--- src/rtl/mem_arb_pkg.sv ---
// Shared encodings and defaults for the single-port memory arbiter.
// State, grant and counter definitions used by mem_arbiter and mem_wait_counter.
package mem_arb_pkg;

    typedef enum logic [1:0] {
        IDLE   = 2'd0,
        ACCESS = 2'd1,
        RESP   = 2'd2
    } arb_state_t;

    localparam logic GRANT_IF = 1'b0;
    localparam logic GRANT_DM = 1'b1;

    localparam int DEFAULT_WAIT_CYCLES = 2;
    localparam int CNT_W               = 4;

endpackage

--- src/rtl/mem_wait_counter.sv ---
// Loadable down-counter with a zero flag; times the memory access window.
module mem_wait_counter
    import mem_arb_pkg::*;
(
    input  logic             clk,
    input  logic             rst,
    input  logic             i_load,
    input  logic [CNT_W-1:0] i_load_val,
    input  logic             i_dec,
    output logic             o_zero
);

    logic [CNT_W-1:0] r_count;

    always_ff @(posedge clk) begin
        if (rst) begin
            r_count <= '0;
        end else if (i_load) begin
            r_count <= i_load_val;
        end else if (i_dec) begin
            r_count <= r_count - 1'b1;
        end
    end

    assign o_zero = (r_count == '0);

endmodule

--- src/rtl/mem_arbiter.sv ---
// Shares one fixed-latency memory between instruction fetch and data memory.
// Optional MEM_ARB_RR_EN: round-robin between IF and DM instead of DM-first.
module mem_arbiter
    import mem_arb_pkg::*;
#(
    parameter int ADDR_W      = 32,
    parameter int DATA_W      = 32,
    parameter int WAIT_CYCLES = DEFAULT_WAIT_CYCLES
) (
    input  logic              clk,
    input  logic              rst,
    input  logic              if_req,
    input  logic [ADDR_W-1:0] if_addr,
    output logic [DATA_W-1:0] if_rdata,
    output logic              if_ready,
    input  logic              dm_rd,
    input  logic              dm_wr,
    input  logic [ADDR_W-1:0] dm_addr,
    input  logic [DATA_W-1:0] dm_wdata,
    output logic [DATA_W-1:0] dm_rdata,
    output logic              dm_ready,
    output logic [ADDR_W-1:0] mem_addr,
    output logic [DATA_W-1:0] mem_wdata,
    output logic              mem_read,
    output logic              mem_write,
    input  logic [DATA_W-1:0] mem_rdata,
    output logic              busy
);

    localparam logic [CNT_W-1:0] LOAD_VAL = CNT_W'(WAIT_CYCLES - 1);

    arb_state_t        r_state;
    arb_state_t        w_next_state;
    logic              r_grant;
    logic              r_is_write;
    logic [ADDR_W-1:0] r_addr;
    logic [DATA_W-1:0] r_wdata;
    logic [DATA_W-1:0] r_if_rdata;
    logic [DATA_W-1:0] r_dm_rdata;

    logic w_dm_req;
    logic w_any_req;
    logic w_start;
    logic w_done;
    logic w_cnt_zero;
    logic w_grant_sel;

    assign w_dm_req  = dm_rd | dm_wr;
    assign w_any_req = if_req | w_dm_req;
    assign w_start   = (r_state == IDLE) && w_any_req;
    assign w_done    = (r_state == ACCESS) && w_cnt_zero;

`ifdef MEM_ARB_RR_EN
    logic r_last_grant;

    // On contention the port that was not served last wins.
    always_comb begin
        w_grant_sel = GRANT_IF;
        if (w_dm_req && if_req) begin
            w_grant_sel = ~r_last_grant;
        end else if (w_dm_req) begin
            w_grant_sel = GRANT_DM;
        end
    end

    always_ff @(posedge clk) begin
        if (rst) begin
            r_last_grant <= GRANT_IF;
        end else if (w_start) begin
            r_last_grant <= w_grant_sel;
        end
    end
`else
    // DM always wins on contention; a continuously requesting DM starves IF.
    assign w_grant_sel = w_dm_req ? GRANT_DM : GRANT_IF;
`endif

    mem_wait_counter u_wait_counter (
        .clk        (clk),
        .rst        (rst),
        .i_load     (w_start),
        .i_load_val (LOAD_VAL),
        .i_dec      ((r_state == ACCESS) && !w_cnt_zero),
        .o_zero     (w_cnt_zero)
    );

    always_ff @(posedge clk) begin
        if (rst) begin
            r_state    <= IDLE;
            r_grant    <= GRANT_IF;
            r_is_write <= 1'b0;
        end else begin
            r_state <= w_next_state;
            if (w_start) begin
                r_grant    <= w_grant_sel;
                r_is_write <= (w_grant_sel == GRANT_DM) && dm_wr;
            end
        end
    end

    // Operands are frozen at grant so requester changes during ACCESS are ignored.
    always_ff @(posedge clk) begin
        if (w_start) begin
            r_addr  <= (w_grant_sel == GRANT_DM) ? dm_addr : if_addr;
            r_wdata <= dm_wdata;
        end
    end

    always_ff @(posedge clk) begin
        if (rst) begin
            r_if_rdata <= '0;
            r_dm_rdata <= '0;
        end else if (w_done && !r_is_write) begin
            if (r_grant == GRANT_IF) begin
                r_if_rdata <= mem_rdata;
            end else begin
                r_dm_rdata <= mem_rdata;
            end
        end
    end

    always_comb begin
        w_next_state = r_state;
        case (r_state)
            IDLE:    if (w_any_req) w_next_state = ACCESS;
            ACCESS:  if (w_cnt_zero) w_next_state = RESP;
            RESP:    w_next_state = IDLE;
            default: w_next_state = IDLE;
        endcase
    end

    // The write strobe is masked by rst so an aborted write never reaches memory.
    always_comb begin
        mem_addr  = '0;
        mem_wdata = '0;
        mem_read  = 1'b0;
        mem_write = 1'b0;
        if_ready  = 1'b0;
        dm_ready  = 1'b0;
        case (r_state)
            ACCESS: begin
                mem_addr  = r_addr;
                mem_wdata = r_wdata;
                mem_read  = !r_is_write;
                mem_write = r_is_write && w_cnt_zero && !rst;
            end
            RESP: begin
                if_ready = (r_grant == GRANT_IF);
                dm_ready = (r_grant == GRANT_DM);
            end
            default: ;
        endcase
    end

    assign busy     = (r_state != IDLE);
    assign if_rdata = r_if_rdata;
    assign dm_rdata = r_dm_rdata;

endmodule

--- config.mk ---
export PLATFORM = sky130hd
export DESIGN_NAME = mem_arbiter
export DESIGN_NICKNAME = d
export VERILOG_FILES = /design/src/rtl/mem_arb_pkg.sv /design/src/rtl/mem_wait_counter.sv /design/src/rtl/mem_arbiter.sv
export SDC_FILE = /design/constraint.sdc
export NUM_CORES = 1
export LEC_CHECK = 0
export CORE_AREA = 2 2 124 126
export CTS_CLUSTER_DIAMETER = 30
export DETAILED_ROUTE_END_ITERATION = 10
export DIE_AREA = 0 0 126 128
export PLACE_DENSITY_LB_ADDON = 0.2
export SLEW_MARGIN = 20
export SYNTH_ARGS = -nofsm -noshare
export SYNTH_HDL_FRONTEND = slang
export SYNTH_HIERARCHICAL = 1
export SYNTH_SLANG_ARGS = --single-unit
export TNS_END_PERCENT = 1
--- constraint.sdc ---
create_clock -name clk -period 5.1 [get_ports clk]
set_clock_uncertainty 0.15 [all_clocks]
set_input_delay 1.275 -clock clk [delete_from_list [all_inputs] [get_ports clk]]
set_output_delay 1.275 -clock clk [all_outputs]
set_load 0.1 [all_outputs]
==> flow_summary.ini, run 1 <==
[drt]
routedWlPerCell_um = 15.79
detail-route-antenna-nets = 0
via_per_inst = 4.549
vias = 4244
drc = 0
drt_iter0_markers = 116
first_pass_iters = 4
wl_mm = 14.73

[setup_path]
crit_buf_inv = 1
cp.arrival_ns = 2.50
timing.critical_path.from_type = flip-flop
crit_type = reg -> out
cp_max_fo = 8
path_cells = or2b_2, nor2_1, clkdlybuf4s50_1
crit_family = buffers and inverters
end_kind = output port
critPathRequiredTime_ns = 3.67
max_stage_delay_ns = 1.22
cp_slowest_cell = clkdlybuf4s50_1

[grt]
grt_overflow = 0
grt_pass1_vias = 4389
grt_pass1_wl_mm = 23.00
track_usage_pct = 18.33
grt_max_degree = 104
antenna_found_initial = 1

[cells_and_area]
diodes = 0
drive_above_1_share_pct = 18.93
area_growth_pct = 54.27
seqCellArea_um2 = 3363
fill_cells = 1195
mostFrequentLayoutCells = clkdlybuf4s50_1, nand2b_1, dfxtp_1
multi_input_area_um2 = 2310
final_area_um2 = 9016
layout.nets = 866
layout_commonest_cell = clkdlybuf4s50_1

[placement]
place.gp.congestion = 0.7861
place.port_buffers = 265
dpl.hpwl_mm = 10.47
placed_cell_area_um2 = 8461

[outcome]
status = finished, final reports clean

[timing]
finalSetupViolCount = 0
fin_crit_ns = 3.929
min_period_over_period_pct = 77.05
finalHoldViolCount = 0
slew_violations = 0
setup-tns-final_ns = 0
whs_ns = 0.3218
timing.fmax_mhz = 254.5
max_slew_margin_pct = 27.07
rsz0062_at_grt = false
tightest_slew_ns = 1.091

[clocking]
path_clk_slew_ns = 0.06
clkLatencyLatePin_ns = 0.41
ctsHoldBuffers = 0
cts.sink_count = 136
htreeDepth = 4
clockRootBuffer = clkbuf_16
post_cts_resized = 0
cts_inserted_buffers = 17
cts_tree = built
cts_setup_buffers = 0
cts_buffer_depth = 2

[die]
rows = 45
start_util_pct = 39.32
die_area_um2 = 16130
die_height_um = 128
core_area_um2 = 14860
ios = 266
die_w_um = 126

[synth]
syn-mean-instance-area_um2 = 12.46
netlist_instances = 469
async_reset_ff_share_pct = 0
ys_types = 32
synth-edff-count = 64
synth-main-ff-cell = dfxtp_1
ys_seq_area_share_pct = 57.55
synth_warnings = 6
synthesis.area_um2 = 5844
synth_seq_cells = 136

[power]
total_power_mw = 4.051
static-leakage-power_nw = 3.592
vdd_drop_max_mv = 0.2127
power-per-cell-area_nw_per_um2 = 449.3

[flow_run]
maxCapViolations = 0

[hold_path]
hold_class = reg -> reg
[flip-flops by register name, indices dropped and copies added (netlist names)]
signal / flops
r_wdata: 32
if_rdata: 32
r_addr: 32
r_grant: 1
r_is_write: 1
u_wait_counter/r_count: 4
r_state: 2
dm_rdata: 32
[cells by family (layout without fill, tap and decap cells)]
logic type | Yosys count | count (layout) | share of synthesized area [%]
buffers and inverters | 35 | 309 | 3.340
muxes | 97 | 97 | 17.30
other | 2 | 4 | 0.1285
xor gates and xnor gates | 3 | 3 | 0.4497
adders and majority gates | 1 | 1 | 0.2141
AOI/OAI and AO/OA | 12 | 12 | 1.242
DFF | 136 | 136 | 57.55
and+or+nand+nor | 183 | 183 | 19.78
[final timing paths]
check | from | end | slack (ns) | cells past startpoint
max | r_state[0] | mem_read | 1.17 | 3
min | if_rdata[6] | if_rdata[6] | 0.32 | 2
max reg2reg | u_wait_counter/r_count[0] | dm_rdata[26] | 2.59 | 7
min reg2reg | if_rdata[6] | if_rdata[6] | 0.32 | 2
[worst register-to-register path, stage by stage (launching register included)]
cell	delay (ns)
dfxtp_1	0.35
inv_1	0.08
ha_1	0.16
nor3b_1	0.40
nand3b_2	0.18
or3b_2	0.50
buf_4	0.32
mux2i_1	0.23
[report_power, final]
part | internal, mW | leakage, nW | switching, mW | total (mW)
sequential | 1.30 | 1.21 | 0.0507 | 1.35
combinational | 0.401 | 2.10 | 1.17 | 1.57
clock | 0.695 | 0.277 | 0.433 | 1.13
total | 2.40 | 3.59 | 1.65 | 4.05
[Yosys cell counts, types with 2 or more instances]
| library cell | count | area (um2) |
|---|---|---|
| nand2b_1 | 96 | 600.6 |
| buf_12 | 3 | 60.06 |
| nor2_1 | 8 | 30.03 |
| dfxtp_1 | 72 | 1441 |
| a21oi_1 | 5 | 25.02 |
| mux2i_1 | 65 | 650.6 |
| and2_1 | 65 | 406.6 |
| nand2_1 | 3 | 11.26 |
| o21ai_0 | 3 | 15.01 |
| conb_1 | 2 | 7.510 |
| inv_1 | 6 | 22.52 |
| buf_2 | 6 | 30.03 |
| mux2_2 | 32 | 360.4 |
| nor3b_1 | 2 | 15.01 |
| clkbuf_1 | 19 | 71.32 |
| edfxtp_1 | 64 | 1922 |
| xor2_1 | 2 | 17.52 |
| o21a_1 | 2 | 15.01 |
[through the flow]
step	utilization, %	setup slack [ns]	instances
after global placement	56.92	1.455	901
after detailed placement	56.92	1.414	901
after floorplan	-	0.2653	471
after global routing	60.66	1.063	933
after CTS	60.66	1.132	933
final	60.66	1.171	933
[layer usage]
layer	wire [um]	vias to the layer above	global-route usage [%]
met1	5839	1947	20.66
met2	7035	174	30.27
li1	-	2107	-
met4	155	2	5.430
met5	13	-	0
met3	1683	14	9.725
[layout make-up]
class | count | area share [%]
multi-input combinational | 300 | 25.62
tap | 188 | 2.609
inverter | 6 | 0.2498
timing repair buffer | 271 | 28.06
clock buffer | 26 | 5.704
clock inverter | 6 | 0.4580
sequential | 136 | 37.30
(Power assumes the default switching activity.)
==> run 2: changes to the inputs <==
clock period = 3.8 ns   (was 5.1 ns; I/O delays follow)
==> run 2 against run 1 <==
Register-to-register slack worse by 1.2 ns. Clock power rose by 31%. Critical path depth did not move. Cell count increased by 0.11%. First-iteration DRC count grew 94%. Combinational power increased by 34%. Wire length is 1.3% lower.
==> flow_summary.ini, run 2 (synthesis gave the netlist of run 1 again) <==
[hold_path]
holdPathStages = 2
hold_class = reg -> reg
hold_end = if_rdata[6]
min_from = if_rdata[6]

[timing]
min_period_over_period_pct = 86.76
finalSetupViolCount = 0
slew_violations = 0
rsz0062_at_grt = false
fin_crit_ns = 3.297
tightest_slew_ns = 0.9815
max_slew_margin_pct = 34.36
whs_ns = 0.3219
setup-tns-final_ns = 0
finalHoldViolCount = 0
timing.fmax_mhz = 303.3

[clocking]
clockRootBuffer = clkbuf_16
cts_setup_buffers = 0
cts_inserted_buffers = 17
cts.sink_count = 136
path_clk_slew_ns = 0.06
post_cts_resized = 0
htreeDepth = 4
cts_buffer_depth = 2
cts_tree = built
ctsHoldBuffers = 0
clkLatencyLatePin_ns = 0.40

[setup_path]
cp_max_fo = 64
cp.arrival_ns = 2.20
crit_type = reg -> out
r2r_start = u_wait_counter/r_count[0]
timing.critical_path.from_type = flip-flop
reg2reg_slack_ns = 1.37
reg2reg_depth = 7
r2r-end = dm_rdata[11]
end_kind = output port
critPathRequiredTime_ns = 2.70

[die]
die_area_um2 = 16130
ios = 266
die_w_um = 126
rows = 45
core_area_um2 = 14860
die_height_um = 128
start_util_pct = 39.32

[cells_and_area]
postLayoutCoreUtil_pct = 59.97
layout.nets = 866
area_growth_pct = 52.52
layout_commonest_cell = clkdlybuf4s50_1
fill_cells = 1228
layout.cells.non_filler = 934
drive_above_1_share_pct = 24.16
mostFrequentLayoutCells = clkdlybuf4s50_1, buf_4, nand2b_1

[drt]
drc = 0
via_per_inst = 4.627
vias = 4322
routedWlPerCell_um = 15.57
wl_mm = 14.54
drt_iter0_markers = 225
first_pass_iters = 4
detail-route-antenna-nets = 0

[power]
static-leakage-power_nw = 3.662
power-per-cell-area_nw_per_um2 = 604.7
vdd_drop_max_mv = 0.3407

[placement]
place.port_buffers = 265
dpl.hpwl_mm = 10.55
place.gp.congestion = 0.7938
dp_cells = 901

[outcome]
status = finished, final reports clean

[grt]
grt_pass1_wl_mm = 22.20
track_usage_pct = 17.68
grt_max_degree = 104
grt_pass1_vias = 4388
grt_overflow = 0
antenna_found_initial = 0

[flow_run]
maxCapViolations = 0
-- run 2: cell count changes in the layout (fill, tap and decap cells not counted), sizes merged --
cell	change
buf	+37
clkdlybuf4s50	-37
clkinvlp	+1
clkbuf	-2
diode	+1
inv	+1
-- run 2: worst max-delay path by stage --
| stage | from | endpoint | slack, ns | depth (start not counted) |
|---|---|---|---|---|
| finish | r_state[0] | mem_wdata[1] | 0.50 | 3 |
| global route | r_state[0] | mem_wdata[23] | 0.29 | 3 |
| global placement | r_state[0] | mem_wdata[22] | 0.92 | 3 |
| detailed placement | r_state[0] | mem_wdata[23] | 0.86 | 3 |
| CTS | r_state[0] | mem_wdata[23] | 0.41 | 3 |
| floorplan | r_state[1] | if_ready | 0.11 | 1 |
-- run 2: power by group --
group          switching, mW  internal [mW]
Clock                  0.575          0.905
Combinational           1.57          0.528
Sequential            0.0661           1.75
-- run 2: layout make-up --
cell class / instances / area, um2 / area share [%]
clock buffers: 24 / 495.5 / 5.559
repair buffers: 271 / 2437 / 27.34
clock inverters: 8 / 47.55 / 0.5334
well taps: 188 / 235.2 / 2.639
diodes: 1 / 2.502 / 0.02807
multi-input cells: 300 / 2310 / 25.91
inverters: 6 / 22.52 / 0.2527
flip-flops and latches: 136 / 3363 / 37.73
-- run 2: stage by stage --
stage	total power [mW]	area [um2]	worst slack [ns]
finish	5.390	8914	0.5033
floorplan	3.446	5854	0.1053
global placement	3.940	8368	0.9169
CTS	5.450	8911	0.4150
global route	5.592	8911	0.2866
detailed placement	3.956	8368	0.8572
-- run 2: per-layer routing --
metal / GRT usage [%] / routed length [um]
met4: 6.464 / 216
met5: 0 / 0
met2: 29.89 / 7122
met1: 20.10 / 5749
met3: 7.429 / 1453
-- run 2: critical path, cell delays in order (launching register included) --
cell	delay (ns)
dfxtp_1	0.46
and2b_2	0.75
and2_1	0.27
buf_4	0.30
